### src/rtl/tipi_latch_bank.sv
// tipi_latch_bank: clocked bank of CHANNELS x WIDTH mailbox registers loaded
// from a shared asynchronous TI-side data bus. Each channel has an asynchronous
// latch-enable strobe that is synchronised and captured on its rising edge.
// A pending flag tells the consumer that new data has landed; ack clears it.
// Optional feature macro: TIPI_LATCH_BANK_OVERRUN_EN (sticky overrun flags).
// Bit ordering: bit 0 is the MSB / leftmost on every vector; channel 0 owns
// dout[0:WIDTH-1].
// SYNC_STAGES legal range is 2..4.
module tipi_latch_bank #(
  parameter int unsigned WIDTH       = 8,
  parameter int unsigned CHANNELS    = 4,
  parameter int unsigned SYNC_STAGES = 2
) (
  input  logic                        clk,
  input  logic                        reset,
  input  logic [0:CHANNELS-1]         le,
  input  logic [0:WIDTH-1]            din,
  input  logic [0:CHANNELS-1]         ack,
  output logic [0:CHANNELS*WIDTH-1]   dout,
  output logic [0:CHANNELS-1]         pending,
  output logic [0:CHANNELS-1]         overrun
);

  localparam int unsigned LAST = SYNC_STAGES - 1;

  logic [0:CHANNELS-1] le_sync  [SYNC_STAGES];
  logic [0:WIDTH-1]    din_sync [SYNC_STAGES];
  logic [0:CHANNELS-1] le_prev;
  logic [0:CHANNELS-1] rise;

  // Synchronise strobes and data with equal depth; strobes reset high so a
  // level held through reset release is not mistaken for a rising edge.
  always_ff @(posedge clk) begin
    if (reset) begin
      for (int unsigned i = 0; i < SYNC_STAGES; i++) begin
        le_sync[i]  <= '1;
        din_sync[i] <= '0;
      end
      le_prev <= '1;
    end else begin
      le_sync[0]  <= le;
      din_sync[0] <= din;
      for (int unsigned i = 1; i < SYNC_STAGES; i++) begin
        le_sync[i]  <= le_sync[i-1];
        din_sync[i] <= din_sync[i-1];
      end
      le_prev <= le_sync[LAST];
    end
  end

  // Rising edge of each synchronised strobe.
  assign rise = le_sync[LAST] & ~le_prev;

  // Capture data and maintain pending; a capture outranks a same-cycle ack.
  always_ff @(posedge clk) begin
    if (reset) begin
      dout    <= '0;
      pending <= '0;
    end else begin
      for (int unsigned c = 0; c < CHANNELS; c++) begin
        if (rise[c]) begin
          dout[c*WIDTH +: WIDTH] <= din_sync[LAST];
          pending[c]             <= 1'b1;
        end else if (ack[c]) begin
          pending[c] <= 1'b0;
        end
      end
    end
  end

`ifdef TIPI_LATCH_BANK_OVERRUN_EN
  // Sticky overrun: a new capture arrived before the previous one was acked.
  always_ff @(posedge clk) begin
    if (reset) begin
      overrun <= '0;
    end else begin
      for (int unsigned c = 0; c < CHANNELS; c++) begin
        if (rise[c] && pending[c] && !ack[c]) begin
          overrun[c] <= 1'b1;
        end
      end
    end
  end
`else
  assign overrun = '0;
`endif

endmodule

### config.mk
export PLATFORM = sky130hd
export DESIGN_NAME = tipi_latch_bank
export DESIGN_NICKNAME = d
export VERILOG_FILES = /design/src/rtl/tipi_latch_bank.sv
export SDC_FILE = /design/constraint.sdc
export NUM_CORES = 1
export LEC_CHECK = 0
export CORE_AREA = 5 5 73 75
export DETAILED_ROUTE_END_ITERATION = 10
export DIE_AREA = 0 0 78 80
export GPL_ROUTABILITY_DRIVEN = 0
export GPL_TIMING_DRIVEN = 0
export HOLD_SLACK_MARGIN = 0.15
export PLACE_DENSITY_LB_ADDON = 0.05
export SLEW_MARGIN = 40
export SYNTH_ARGS = -nofsm -noshare
export SYNTH_HDL_FRONTEND = slang
export SYNTH_SLANG_ARGS = --single-unit
### constraint.sdc
create_clock -name clk -period 3.18 [get_ports clk]
set_clock_uncertainty 0.2 [all_clocks]
set_input_delay 0.636 -clock clk [delete_from_list [all_inputs] [get_ports clk]]
set_output_delay 0.636 -clock clk [all_outputs]
set_load 0.01 [all_outputs]
======== Yosys cells after proc, flatten, opt, wreduce, memory -nomap -nowiden ========
Memory sizes are Yosys's and may differ from the RTL's.
Index checks and enable logic that the tools add are counted.
word-level totals
  memories ................................ 2
  bits in writable memories ............... 24
  ROM bits ................................ 0
  word-level logic and storage cells ...... 36
  bits in latches ......................... 0
  register bits ........................... 40
memory list
  name      words  bits a word  read ports  clocked after Yosys merged registers in  write ports  line  text
  din_sync  2      8            2           0                                        2            27    logic [0:WIDTH-1] din_sync [SYNC_STAGES];
  le_sync   2      4            2           0                                        2            26    logic [0:CHANNELS-1] le_sync [SYNC_STAGES];
operators by class
  add/subtract/negate cells ............... 0
  reductions and logical operators ........ 4
  shifts and indexed selects .............. 0
  muxes and demuxes ....................... 15
  bitwise operators ....................... 6
  eq/ne operators ......................... 0
  $lt $le $gt $ge ......................... 0
  divide/modulo/power cells ............... 0
  $mul .................................... 0
operator list
  operator            number
  $mux W8             2
  $mux W1             11
  $mux W4             2
  $reduce_bool A2 Y1  4
  $and A4 B4 Y4       1
  $not A4 Y4          1
  $or A1 B1 Y1        4

======== Longest topological paths before layout ========
  depth in word-level cells ............... 3
  depth in mapped cells ................... 4

======== Worst setup path before layout ========
No wires, ideal clock.
  kind .................................... input to register
  start ................................... input reset
  end ..................................... register le_prev[2] in the netlist's numbering, read port of le_sync
  cell stages on the path ................. 3
  path slack .............................. 1.708 ns
  buffers on the path ..................... 2
  arrival time ............................ 1.148 ns
  data required time ...................... 2.857 ns
  library setup time ...................... 0.123 ns
  cell sequence ........................... buf_6 > buf_6 > or2_2
RTL lines
  what             line  text
  start, declared  15    input logic reset,
  end, declared    28    logic [0:CHANNELS-1] le_prev;
No word-level cell between the ends.

======== Final worst setup path ========
  start ................................... register dout[11] in the netlist's numbering, read port of din_sync
  end ..................................... output dout[11] in the netlist's numbering
RTL lines
  what             line  text
  start, declared  19    output logic [0:CHANNELS*WIDTH-1] dout,
No word-level cell between the ends.

==> results.ini <==
[floorplanning]
coreArea_mm2 = 0.00460
die_h_um = 80
pin_count = 58
dieArea_mm2 = 0.00624
core.rowCount = 25
start_util_pct = 50.0
die-width_um = 78

[cts]
clk_path_buf_depth = 2
path_clk_slew_ns = 0.07
cts_made_buffers = 9
cts_tree = yes
clkLatencyLatePin_ns = 0.33
ctsResizeCount = 0
cts_hold_buf = 0
post_cts_buffers = 0
cts_root_buf = clkbuf_8
ctsHtreeMaxLevel = 3
numClockSinks = 64

[layout]
area_delta_synth_final_pct = 35.7
fill_cells = 362
antenna_cells = 0
final_area_mm2 = 0.00312
drive_gt1_share_pct = 18.4
nets = 280
multi_input_area_um2 = 888
stdcell_count = 320
register_area_mm2 = 0.00128

[detailed_routing]
routed_wl_um = 3910
wl_per_cell_um = 12.2
drtPass1Iterations = 4
final_antenna_net_count = 0
drcViolationCount = 0
drtIter0Drc = 27
vias = 1430
routed_via_density = 4.47

[place]
dp_hpwl_um = 2840
post-place-ws_ns = 1.47
dp.cells = 305
port_buffers = 52
place_area_mm2 = 0.00290

[synth]
synth-seq-area-share_pct = 55.8
ys_ff_latch = 64
muxShareOfSynthArea_pct = 13.9
synth_top_family_by_area = simple AND/OR/NAND/NOR gates
yosys-top-cells-count = dfxtp_1, nand2b_1, mux2i_1
synthAdderAreaFrac_pct = 0
synth_area_per_cell_um2 = 11.7
synth_top_area_share_pct = 55.8
synth.distinct_cells = 12
yosys.area_share.simple_pct = 23.2
yosysWarnings = 0
synthXorXnorAreaFrac_pct = 0
yosys.area.top_type = dfxtp_1
postSynthCellCount = 196
synthTopCellsByArea = dfxtp_1, mux2i_1, nand2b_1, nor2b_1, nand2b_4
synth_edf_count = 0
yosysMostFrequentCell = dfxtp_1
synthFlopType = dfxtp_1
syn_area_mm2 = 0.00230
synth_compound_area_share_pct = 0.871
ys_async_sr_fraction_pct = 0

[critical_path]
worstSetupEndpointType = output pin
crit_required_ns = 2.34
max_stage_delay_ns = 0.55
worstPathArrival_ns = 1.24
path_cells = clkdlybuf4s50_1
r2r-start = le_sync[0][5]
crit_family = buffers and inverters
crit_start = dout[11]
crit_slowest_cell = clkdlybuf4s50_1
start_kind = flip-flop
crit_fanout = 2
worst-setup-path-type = reg2out
crit_buf_inv = 1

[grt]
grt_overflow = 0
grt_pass1_vias = 1396
track_usage_pct = 13.8
grt_max_degree = 11
grt_pass1_wl_um = 6530
antenna_found_initial = 0

[sta]
clock.fmax_ghz = 0.482
min_period_over_period_pct = 65.2
rsz0062_at_grt = false
maxSlewViolCount = 0
hold_viol = 0
whs_ns = 0.205
final.setup.worst_slack_ns = 1.11
finalSetupViolations = 0
setup_tns_ns = 0
post-route-min-period_ns = 2.07

[worst_hold_path]
min_from = le_sync[0][3]
holdCritPathClass = reg2reg

[status]
outcome = completed

[power_and_ir_drop]
leakagePower_nw = 1.32
peakVddDrop_mv = 0.552
powerDensity_mw_per_mm2 = 543

[flow_run]
maxCapViolations = 0

[final cells by class]
cell class | instances | area share (%)
multi-input combinational | 118 | 28.5
tap | 54 | 2.17
clock buffer | 12 | 4.98
sequential | 64 | 41.1
clock inverter | 3 | 2.09
buffer | 17 | 4.46
timing repair buffer | 52 | 16.7
[stage by stage]
| step | power, mW | utilization, % |
|---|---|---|
| 3_3_place_gp | 0.943 | 63.0 |
| 4_1_cts | 1.71 | 67.8 |
| 5_1_grt | 1.75 | 67.8 |
| 3_5_place_dp | 0.944 | 63.0 |
| 2_1_floorplan | 0.907 | - |
| 6_report | 1.69 | 67.8 |
[cell usage in the layout (no fill, tap or decap)]
cell type	count
a21oi_1	4
buf_2	5
buf_4	4
buf_6	7
bufinv_16	2
clkbuf_1	1
clkbuf_2	1
clkbuf_8	11
clkdlybuf4s50_1	52
clkinv_2	1
conb_1	4
dfxtp_1	64
mux2i_1	32
nand2b_1	42
nand2b_4	6
nor2b_1	18
or2_2	12
[metal layers]
| layer | vias to the layer above | GRT usage [%] | routed length (um) | share of wire, % |
|---|---|---|---|---|
| met5 | - | 0 | 0 | 0 |
| met4 | 0 | 8.11 | 87 | 2.2 |
| met3 | 9 | 4.97 | 285 | 7.3 |
| met2 | 41 | 22.0 | 1790 | 46 |
| met1 | 639 | 15.8 | 1750 | 45 |
| li1 | 741 | - | - | - |
[registers in the layout, indices dropped and copies added (netlist names)]
| register | count |
|---|---|
| din_sync | 16 |
| dout | 32 |
| le_prev | 4 |
| le_sync | 8 |
| pending | 4 |
[logic make-up (layout without fill, tap and decap cells)]
group | after synthesis | in the layout
buffers and inverters | 17 | 84
AND/OR/NAND/NOR | 78 | 78
AO/OA/AOI/OAI | 4 | 4
multiplexers | 32 | 32
flip-flops | 64 | 64
other | 1 | 4
[where the power goes]
part           internal [mW]  switching, mW  total [mW]
Sequential             0.821        0.00714       0.828
Combinational         0.0627         0.0338      0.0965
Clock                  0.479          0.288       0.767
Total                   1.36          0.329        1.69
[worst paths after layout]
kind                            cells past startpoint       endpoint  slack [ns]
worst min register to register                      1  le_sync[0][7]        0.21
worst min-delay path                                1  le_sync[0][7]        0.21
worst max-delay path                                1       dout[11]        1.11
worst max register to register                      2       dout[17]        2.03
Power figures use the tool's default switching activity.
